`src/rtl/cga_intr_pkg.sv`:
```
`default_nettype none
// ============================================================================
// Module   : cga_intr_pkg
// Purpose  : Shared types and constants for the CGA interrupt controller
//            vector generator status/sequencing stage.
// Contents : state_t - handshake sequencer states
//            VEC_W   - vector width (group bit + index)
//            IDX_W   - request index width
//            GRP_HI  - group-bit value that selects the high group
// Revision : 1.0 - initial release
// ============================================================================
package cga_intr_pkg;

    localparam int VEC_W = 4;
    localparam int IDX_W = 3;
    localparam logic GRP_HI = 1'b1;

    typedef enum logic [1:0] {
        IDLE = 2'd0,
        REQ  = 2'd1,
        ACK  = 2'd2,
        WREL = 2'd3
    } state_t;

endpackage : cga_intr_pkg
`default_nettype wire

```
`src/rtl/cga_intr_cntlr_vecgen_prienc.sv`:
```
`default_nettype none
// ============================================================================
// Module   : cga_intr_cntlr_vecgen_prienc
// Purpose  : Priority encoder with threshold compare for one request group.
//            A line is eligible when it is set and its index is at or above
//            the threshold; the highest eligible index wins.
// Ports    : i_req    [NREQ-1:0] request lines, active-high
//            i_thresh [IDX_W-1:0] minimum eligible index
//            o_valid             at least one eligible line
//            o_idx    [IDX_W-1:0] highest eligible index (0 when !o_valid)
// Revision : 1.0 - initial release
// ============================================================================
module cga_intr_cntlr_vecgen_prienc
    import cga_intr_pkg::*;
#(
    parameter int NREQ = 8
) (
    input  logic [NREQ-1:0]  i_req,
    input  logic [IDX_W-1:0] i_thresh,
    output logic             o_valid,
    output logic [IDX_W-1:0] o_idx
);

    // Ascending scan: a later (higher) eligible index overwrites an earlier one.
    always_comb begin
        o_valid = 1'b0;
        o_idx   = '0;
        for (int i = 0; i < NREQ; i++) begin
            if (i_req[i] && (i >= int'(i_thresh))) begin
                o_valid = 1'b1;
                o_idx   = IDX_W'(i);
            end
        end
    end

endmodule : cga_intr_cntlr_vecgen_prienc
`default_nettype wire

```
`src/rtl/cga_intr_cntlr_vecgen_stseq.sv`:
```
`default_nettype none
// ============================================================================
// Module   : cga_intr_cntlr_vecgen_stseq
// Purpose  : Threshold status registers and single-vector request/acknowledge
//            sequencer of the CGA interrupt controller vector generator.
// Ports    : sysclk      system clock (rising edge)
//            sys_rst_n   asynchronous active-low reset
//            HISIN_2_0   next high-group threshold from the ISMUX
//            LOSIN_2_0   next low-group threshold from the ISMUX
//            HIREQ_7_0   high-group pending requests
//            LOREQ_7_0   low-group pending requests
//            ACKN        CPU acknowledge, active-low, synchronous
//            HISTAT_2_0  high-group threshold register (to ISMUX)
//            LOSTAT_2_0  low-group threshold register (to ISMUX)
//            INTRQN      interrupt request, active-low
//            VEC_3_0     {group, index} of the request being presented
//            VECVLD      one-cycle strobe: vector consumed by the CPU
//            CLR_15_0    one-hot source clear, {high[7:0], low[7:0]}
// Revision : 1.0 - initial release
// ============================================================================
module cga_intr_cntlr_vecgen_stseq
    import cga_intr_pkg::*;
#(
    parameter int NREQ = 8
) (
    input  logic                 sysclk,
    input  logic                 sys_rst_n,
    input  logic [IDX_W-1:0]     HISIN_2_0,
    input  logic [IDX_W-1:0]     LOSIN_2_0,
    input  logic [NREQ-1:0]      HIREQ_7_0,
    input  logic [NREQ-1:0]      LOREQ_7_0,
    input  logic                 ACKN,
    output logic [IDX_W-1:0]     HISTAT_2_0,
    output logic [IDX_W-1:0]     LOSTAT_2_0,
    output logic                 INTRQN,
    output logic [VEC_W-1:0]     VEC_3_0,
    output logic                 VECVLD,
    output logic [2*NREQ-1:0]    CLR_15_0
);

    logic [IDX_W-1:0]  r_hiStat;
    logic [IDX_W-1:0]  r_loStat;
    state_t            r_state;
    state_t            w_nextState;
    logic              r_intrqn;
    logic              w_nextIntrqn;
    logic [VEC_W-1:0]  r_vec;
    logic [VEC_W-1:0]  w_nextVec;
    logic              r_vecVld;
    logic              w_nextVecVld;
    logic [2*NREQ-1:0] r_clr;
    logic [2*NREQ-1:0] w_nextClr;

    logic              w_hiValid;
    logic [IDX_W-1:0]  w_hiIdx;
    logic              w_loValid;
    logic [IDX_W-1:0]  w_loIdx;
    logic              w_candValid;
    logic [VEC_W-1:0]  w_candVec;
    logic              w_srcLive;

    // Thresholds load every edge; holding is done by ISMUX recirculation.
    always_ff @(posedge sysclk or negedge sys_rst_n) begin
        if (!sys_rst_n) begin
            r_hiStat <= '0;
            r_loStat <= '0;
        end else begin
            r_hiStat <= HISIN_2_0;
            r_loStat <= LOSIN_2_0;
        end
    end

    cga_intr_cntlr_vecgen_prienc #(.NREQ(NREQ)) u_hiEnc (
        .i_req    (HIREQ_7_0),
        .i_thresh (r_hiStat),
        .o_valid  (w_hiValid),
        .o_idx    (w_hiIdx)
    );

    cga_intr_cntlr_vecgen_prienc #(.NREQ(NREQ)) u_loEnc (
        .i_req    (LOREQ_7_0),
        .i_thresh (r_loStat),
        .o_valid  (w_loValid),
        .o_idx    (w_loIdx)
    );

    // High group always has precedence over the low group.
    assign w_candValid = w_hiValid | w_loValid;
    assign w_candVec   = w_hiValid ? {GRP_HI, w_hiIdx} : {~GRP_HI, w_loIdx};

    // Level of the source that the latched vector points at; used to detect
    // a request withdrawn before the CPU acknowledged it.
    assign w_srcLive = (r_vec[VEC_W-1] == GRP_HI) ? HIREQ_7_0[r_vec[IDX_W-1:0]]
                                                  : LOREQ_7_0[r_vec[IDX_W-1:0]];

    always_ff @(posedge sysclk or negedge sys_rst_n) begin
        if (!sys_rst_n) begin
            r_state  <= IDLE;
            r_intrqn <= 1'b1;
            r_vec    <= '0;
            r_vecVld <= 1'b0;
            r_clr    <= '0;
        end else begin
            r_state  <= w_nextState;
            r_intrqn <= w_nextIntrqn;
            r_vec    <= w_nextVec;
            r_vecVld <= w_nextVecVld;
            r_clr    <= w_nextClr;
        end
    end

    // Next-state and next-output logic. Outputs are computed for the state
    // being entered so that every port is driven straight from a flop.
    always_comb begin
        w_nextState  = r_state;
        w_nextIntrqn = 1'b1;
        w_nextVec    = r_vec;
        w_nextVecVld = 1'b0;
        w_nextClr    = '0;

        case (r_state)
            IDLE: begin
                if (w_candValid) begin
                    w_nextVec    = w_candVec;
                    w_nextIntrqn = 1'b0;
                    w_nextState  = REQ;
                end
            end
            REQ: begin
                // Acknowledge takes precedence over a simultaneous withdrawal.
                if (!ACKN) begin
                    w_nextVecVld   = 1'b1;
                    w_nextClr[r_vec] = 1'b1;
                    w_nextState    = ACK;
                end else if (!w_srcLive) begin
                    w_nextState = IDLE;
                end else begin
                    w_nextIntrqn = 1'b0;
                end
            end
            ACK: begin
                w_nextState = WREL;
            end
            WREL: begin
                if (ACKN) begin
                    w_nextState = IDLE;
                end
            end
            default: begin
                w_nextState = IDLE;
            end
        endcase
    end

    assign HISTAT_2_0 = r_hiStat;
    assign LOSTAT_2_0 = r_loStat;
    assign INTRQN     = r_intrqn;
    assign VEC_3_0    = r_vec;
    assign VECVLD     = r_vecVld;
    assign CLR_15_0   = r_clr;

endmodule : cga_intr_cntlr_vecgen_stseq
`default_nettype wire

```
`config.mk`:
```
export PLATFORM = sky130hd
export DESIGN_NAME = cga_intr_cntlr_vecgen_stseq
export DESIGN_NICKNAME = d
export VERILOG_FILES = /design/src/rtl/cga_intr_pkg.sv /design/src/rtl/cga_intr_cntlr_vecgen_prienc.sv /design/src/rtl/cga_intr_cntlr_vecgen_stseq.sv
export SDC_FILE = /design/constraint.sdc
export NUM_CORES = 1
export LEC_CHECK = 0
export ABC_AREA = 1
export CORE_ASPECT_RATIO = 1.2
export CORE_MARGIN = 10
export CORE_UTILIZATION = 25
export CTS_BUF_LIST = sky130_fd_sc_hd__clkbuf_8
export DETAILED_ROUTE_END_ITERATION = 8
export HOLD_SLACK_MARGIN = 0.02
export MAX_ROUTING_LAYER = met4
export SYNTH_ARGS = -nofsm -noshare
export SYNTH_HDL_FRONTEND = slang
export SYNTH_SLANG_ARGS = --single-unit
```
`constraint.sdc`:
```
create_clock -name sysclk -period 1.2 [get_ports sysclk]
set_clock_uncertainty 0.05 [all_clocks]
set_input_delay 0.12 -clock sysclk [delete_from_list [all_inputs] [get_ports sysclk]]
set_output_delay 0.12 -clock sysclk [all_outputs]
set_load 0.1 [all_outputs]
```
==> results of run 1 <==
## cells by family (layout without fill, tap and decap cells)
family | after synthesis | after routing | synth area share [%]
and+or+nand+nor | 135 | 135 | 37.8
DFF | 30 | 30 | 50.5
buffers and inverters | 22 | 121 | 5.63
AOI/OAI and AO/OA | 12 | 12 | 6.05
## worst max-delay path, delay by kind of cell, from the launching register on
family / cells / cell delay, ns
flip-flops: 1 / 0.46
buffers and inverters: 1 / 0.06
AO/OA/AOI/OAI: 2 / 0.35
AND/OR/NAND/NOR: 4 / 0.46
## synthesized netlist by cell type
cell type and n:
a21oi_1 4, a31o_2 1, and2_1 1, buf_2 1, dfrtp_1 29, dfstp_2 1, inv_1 19, inv_2 2
nand2_1 84, nand2_2 5, nand2_4 1, nand3_1 11, nand3b_1 1, nor2_1 29, nor2_4 2, nor3_1 1
o21ai_0 4, o21ai_2 1, o21ai_4 2
## power by group
group          internal (mW)  switching, mW  total [mW]
sequential              1.25          0.195        1.44
combinational           1.79           2.47        4.26
clock                  0.453          0.371       0.824
total                   3.49           3.03        6.52
## metal layers
layer  vias up  wire length [um]
li1        806                 -
met4         0                80
met5         -                 0
met1       703              1940
met3         9               220
met2        43              2350
## through the flow
step	util (%)	power [mW]	setup WS [ns]	cells
after detailed placement	47.5	4.88	-0.285	362
after global placement	47.5	4.85	-0.268	362
final	55.2	6.52	-0.247	378
after floorplan	-	3.32	-0.328	199
after CTS	50.5	5.85	-0.236	371
after global routing	55.2	6.89	-0.359	378
## area by class of cell
cell class,instances,area (um^2)
Tap cell,80,100
Clock buffer,6,82.6
Fill cell,506,2560
Multi-Input combinational cell,147,865
Timing Repair Buffer,92,1210
Clock inverter,2,8.76
Inverter,21,93.8
Sequential cell,30,787
## sequential cells by signal, indices dropped and copies added, names as in the netlist, named ones only
register,flops
HISTAT_2_0,3
r_state,1
INTRQN,1
LOSTAT_2_0,3
VECVLD,1
CLR_15_0,16
VEC_3_0,4
## worst paths after layout
| path | from | to | slack (ns) | cells after the start |
|---|---|---|---|---|
| setup / recovery | HISTAT_2_0[2] | INTRQN | -0.25 | 7 |
| hold reg to reg | flip-flop | flip-flop | 0.52 | 2 |
| hold / removal | sys_rst_n | LOSTAT_2_0[2] | 0.15 | 2 |
| max in group asynchronous | sys_rst_n | INTRQN | 0.71 | 2 |
| setup reg to reg | HISTAT_2_0[2] | INTRQN | -0.25 | 7 |
| min in group sysclk | HISIN_2_0[2] | HISTAT_2_0[2] | 0.22 | 1 |
## what timing repair did
item	4_1_cts	5_1_grt
pin swaps	5	19
setup endpoints to repair	32	32
gates resized for setup	21	53
cloned	0	0
setup buffers	1	10
==> out/metrics.cfg, run 1 <==
[sta]
slew_viol_final = 0
worst_pin_slew_ns = 0.255
hold_ws_ns = 0.147
min_period_ns = 1.45
setup_viol = 19
setup-tns-final_ns = -2.20
worst_slack_ns = -0.247
rsz0062_at_grt = yes
relSlewSlack_pct = 83.0
post-route-period-util_pct = 121
max_freq_ghz = 0.691
hold_viol = 0

[placement]
place.port_buffers = 52
dp_hpwl_um = 3500
dpl_cell_area_mm2 = 0.00271
globalplace.congestion = 0.812

[setup_path]
cp.arrival_ns = 1.62
path_class = reg2reg
worst_setup_path_end_kind = flip-flop
cp_max_fo = 6
path_common_cell = o21ai_4
required_ns = 1.37
cp_cell_sequence = inv_4 -> o21ai_4 -> nand2_2 -> nor2_4 -> nand2_4 -> o21ai_4 -> and2_4
critPathSlowestCell = dfrtp_4
cp-start-kind = flip-flop
max_stage_delay_ns = 0.46

[drt]
wirelength_um = 4590
ant_nets = 0
vias_per_cell = 4.13
drtIter0Drc = 50
wire_per_inst_um = 12.1
drc = 0
drt-pass1-iter-count = 4
vias = 1561

[power_and_ir_drop]
peakVddDrop_mv = 0.756
p_per_area_mw_per_mm2 = 2070
power.leakage_nw = 1.47

[global_routing]
grt_max_degree = 31
grt_pass1_wl_um = 7470
met2_usage_pct = 16.5
antenna_found_initial = 0
met1_usage_pct = 10.6
grt-ovfl-total = 0
track_usage_pct = 9.78
use_met3_pct = 3.22
grt_pass1_vias = 1671
top_usage_layer = met2

[synthesis]
syn_avg_cell_area_um2 = 7.48
syn_inst = 199
ys_ff_latch = 30
synth_cell_types = 19
synth.largest_area_cell = dfrtp_1
synth_fp_nets = 224
synth_top_area_share_pct = 48.7
syn_area_mm2 = 0.00149
synthTopCellsByArea = dfrtp_1, nand2_1, nor2_1
ys.warnings.count = 0
ys_seq_area_share_pct = 50.5

[floorplan]
pin_count = 53
dieArea_mm2 = 0.00946
core-area_mm2 = 0.00571
initial_core_util_pct = 26.1
chipHeight_um = 105
row_count = 30
die_x_um = 90.5

[cts]
htreeDepth = 2
cts.clk_slew.worst_paths_ns = 0.07
cts_tree = yes
insertion_delay_ns = 0.28
numCtsBuffers = 5
hold_buffers = 0
clock_path_buffers = 2
cts_root_buf = clkbuf_8
cts.sinks = 30

[outcome]
status = finished with violations
violations = negative setup slack

[finish]
fin_nets = 322
area_growth_syn_to_layout_pct = 111
drive_gt1_share_pct = 48.0
final_area_mm2 = 0.00315
final_cell_mix = nand2_1, buf_12, clkdlybuf4s50_1
final_common_cell = nand2_1
antenna_cells = 0

[hold_path]
worstHoldPathType = in2async

[job]
drv_cap = 0

(Power assumes the default switching activity.)
==> run 2: changes to the inputs <==
- CORE_MARGIN: 10 -> 4
- GPL_TIMING_DRIVEN: not set -> 0
- TNS_END_PERCENT: not set -> 100
==> run 2 against run 1 <==
Compared with the run above: the flow finishes with violations (negative hold slack, negative setup slack); largest cell class is now multi-input gates; largest power group unchanged; global-route usage up 2.2 points; via count down 6.6%; highest routed layer unchanged; non-clock buffer count down 28; clock power down 0.8%; register-to-register slack about the same.
==> out/metrics.cfg, run 2 (synthesis gave the netlist of run 1 again) <==
[drt]
wirelength_um = 3990
vias = 1458
ant_nets = 0
drt-pass1-iter-count = 4
vias_per_cell = 4.17
drc = 0
drtIter0Drc = 46
wire_per_inst_um = 11.4

[power_and_ir_drop]
peakVddDrop_mv = 0.872
intPower_mw = 2.77
p_per_area_mw_per_mm2 = 2160
clockPowerShare_pct = 14.8
seqPwrFrac_pct = 26.9
combPwrFrac_pct = 58.2
switchingPower_mw = 2.74
swShare_pct = 49.7
total_power_mw = 5.51
power.leakage_nw = 1.26

[cts]
htreeDepth = 2
numCtsBuffers = 5
cts_tree = yes
clock_path_buffers = 2
cts.clk_slew.worst_paths_ns = 0.07
insertion_delay_ns = 0.28
cts_root_buf = clkbuf_8
cts.sinks = 30

[floorplan]
core-area_mm2 = 0.00571
chipHeight_um = 92.5
pin_count = 53
die_x_um = 78.5
initial_core_util_pct = 26.1
row_count = 30
dieArea_mm2 = 0.00726

[sta]
rsz0062_at_grt = yes
min_period_ns = 1.45
worst_slack_ns = -0.248
post-route-period-util_pct = 121
hold_ws_ns = -0.0573
relSlewSlack_pct = 50.4
hold_viol = 29
slew_viol_final = 0
max_freq_ghz = 0.690
setup_viol = 9
worst_pin_slew_ns = 0.745

[setup_path]
path_class = reg2reg
cp_cell_sequence = inv_4 -> o21ai_4 -> nand2_2 -> nor2_4 -> nand2_4 -> o21ai_4 -> and2_4
cp-start-kind = flip-flop
cp_max_fo = 6
max_stage_delay_ns = 0.46
critPathSlowestCell = dfrtp_4
required_ns = 1.38
worst_setup_path_end_kind = flip-flop
cp.arrival_ns = 1.63
critPathBufInv = 1
crit_family = flip-flops
path_common_cell = o21ai_4

[global_routing]
met1_usage_pct = 12.8
track_usage_pct = 12.0
antenna_found_initial = 0
grt_pass1_wl_um = 6560
grt_max_degree = 31
use_met3_pct = 2.43
met2_usage_pct = 21.3
top_usage_layer = met2
grt-ovfl-total = 0
grt_pass1_vias = 1494

[finish]
largest_reg_flops = 16
nFillCells = 612
area_growth_syn_to_layout_pct = 70.9
multi_input_area_um2 = 822
final_cells = 350
utilization_pct = 44.6
seqCellArea_um2 = 787
antenna_cells = 0
drive_gt1_share_pct = 43.0
fin_nets = 294
final_common_cell = nand2_1
final_cell_mix = nand2_1, clkdlybuf4s50_1, dfrtp_1

[outcome]
status = finished with violations
violations = negative hold slack, negative setup slack

[placement]
preCtsSetupSlack_ns = -0.830
dp_hpwl_um = 2950
dp_cells = 331
globalplace.congestion = 0.760
place.port_buffers = 52

[hold_path]
worstHoldPathType = in2async

[job]
drv_cap = 0

-- run 2: cell types whose count changed in the layout (fill, tap and decap cells not counted), sizes merged --
cell	change
clkdlybuf4s15	+1
inv	+1
clkinv	-1
clkbuf	+14
buf	-42
clkdlybuf4s50	-1
-- run 2: power by group through the flow --
stage / Clock (mW) / Sequential (mW) / Combinational [mW]
floorplan: 0 / 2.43 / 0.896
global placement: 0 / 1.43 / 2.54
detailed placement: 0 / 1.43 / 2.56
CTS: 0.843 / 1.44 / 2.86
global route: 0.896 / 1.52 / 3.43
finish: 0.817 / 1.48 / 3.21
-- run 2: what timing repair did --
item,CTS,global route
pin swaps,9,23
hold endpoints to repair,29,5
buffers inserted,5,5
cloned,1,0
endpoints found under the setup margin,80,44
gates resized for setup,186,54
-- run 2: worst paths after layout --
path,depth (start not counted),from,slack [ns],end
worst max-delay path,7,HISTAT_2_0[2],-0.25,INTRQN
worst min-delay path,1,sys_rst_n,-0.06,LOSTAT_2_0[1]
worst max register to register,7,HISTAT_2_0[2],-0.25,INTRQN
worst min register to register,2,VEC_3_0[3],0.51,VEC_3_0[3]
max in group asynchronous,1,sys_rst_n,0.61,VEC_3_0[2]
min in group sysclk,1,HISIN_2_0[2],0.21,HISTAT_2_0[2]
-- run 2: layer usage --
metal	part of all wire [%]	wire length, um
met3	5.0	200
met5	0	0
met4	2.0	81
met2	54	2140
met1	39	1560
-- run 2: cell type report --
class	count	area share (%)
Buffer	1	0.590
Clock buffer	6	3.24
Clock inverter	2	0.344
Inverter	21	3.39
Multi-Input combinational cell	147	32.3
Sequential cell	30	30.9
Tap cell	80	3.93
Timing Repair Buffer	63	25.3
-- run 2: stage by stage --
stage | TNS (ns) | area (um^2)
finish | -1.77 | 2540
global route | -2.51 | 2540
global placement | -35.40 | 2180
detailed placement | -37.83 | 2180
CTS | -1.56 | 2320
floorplan | -1.92 | 1560
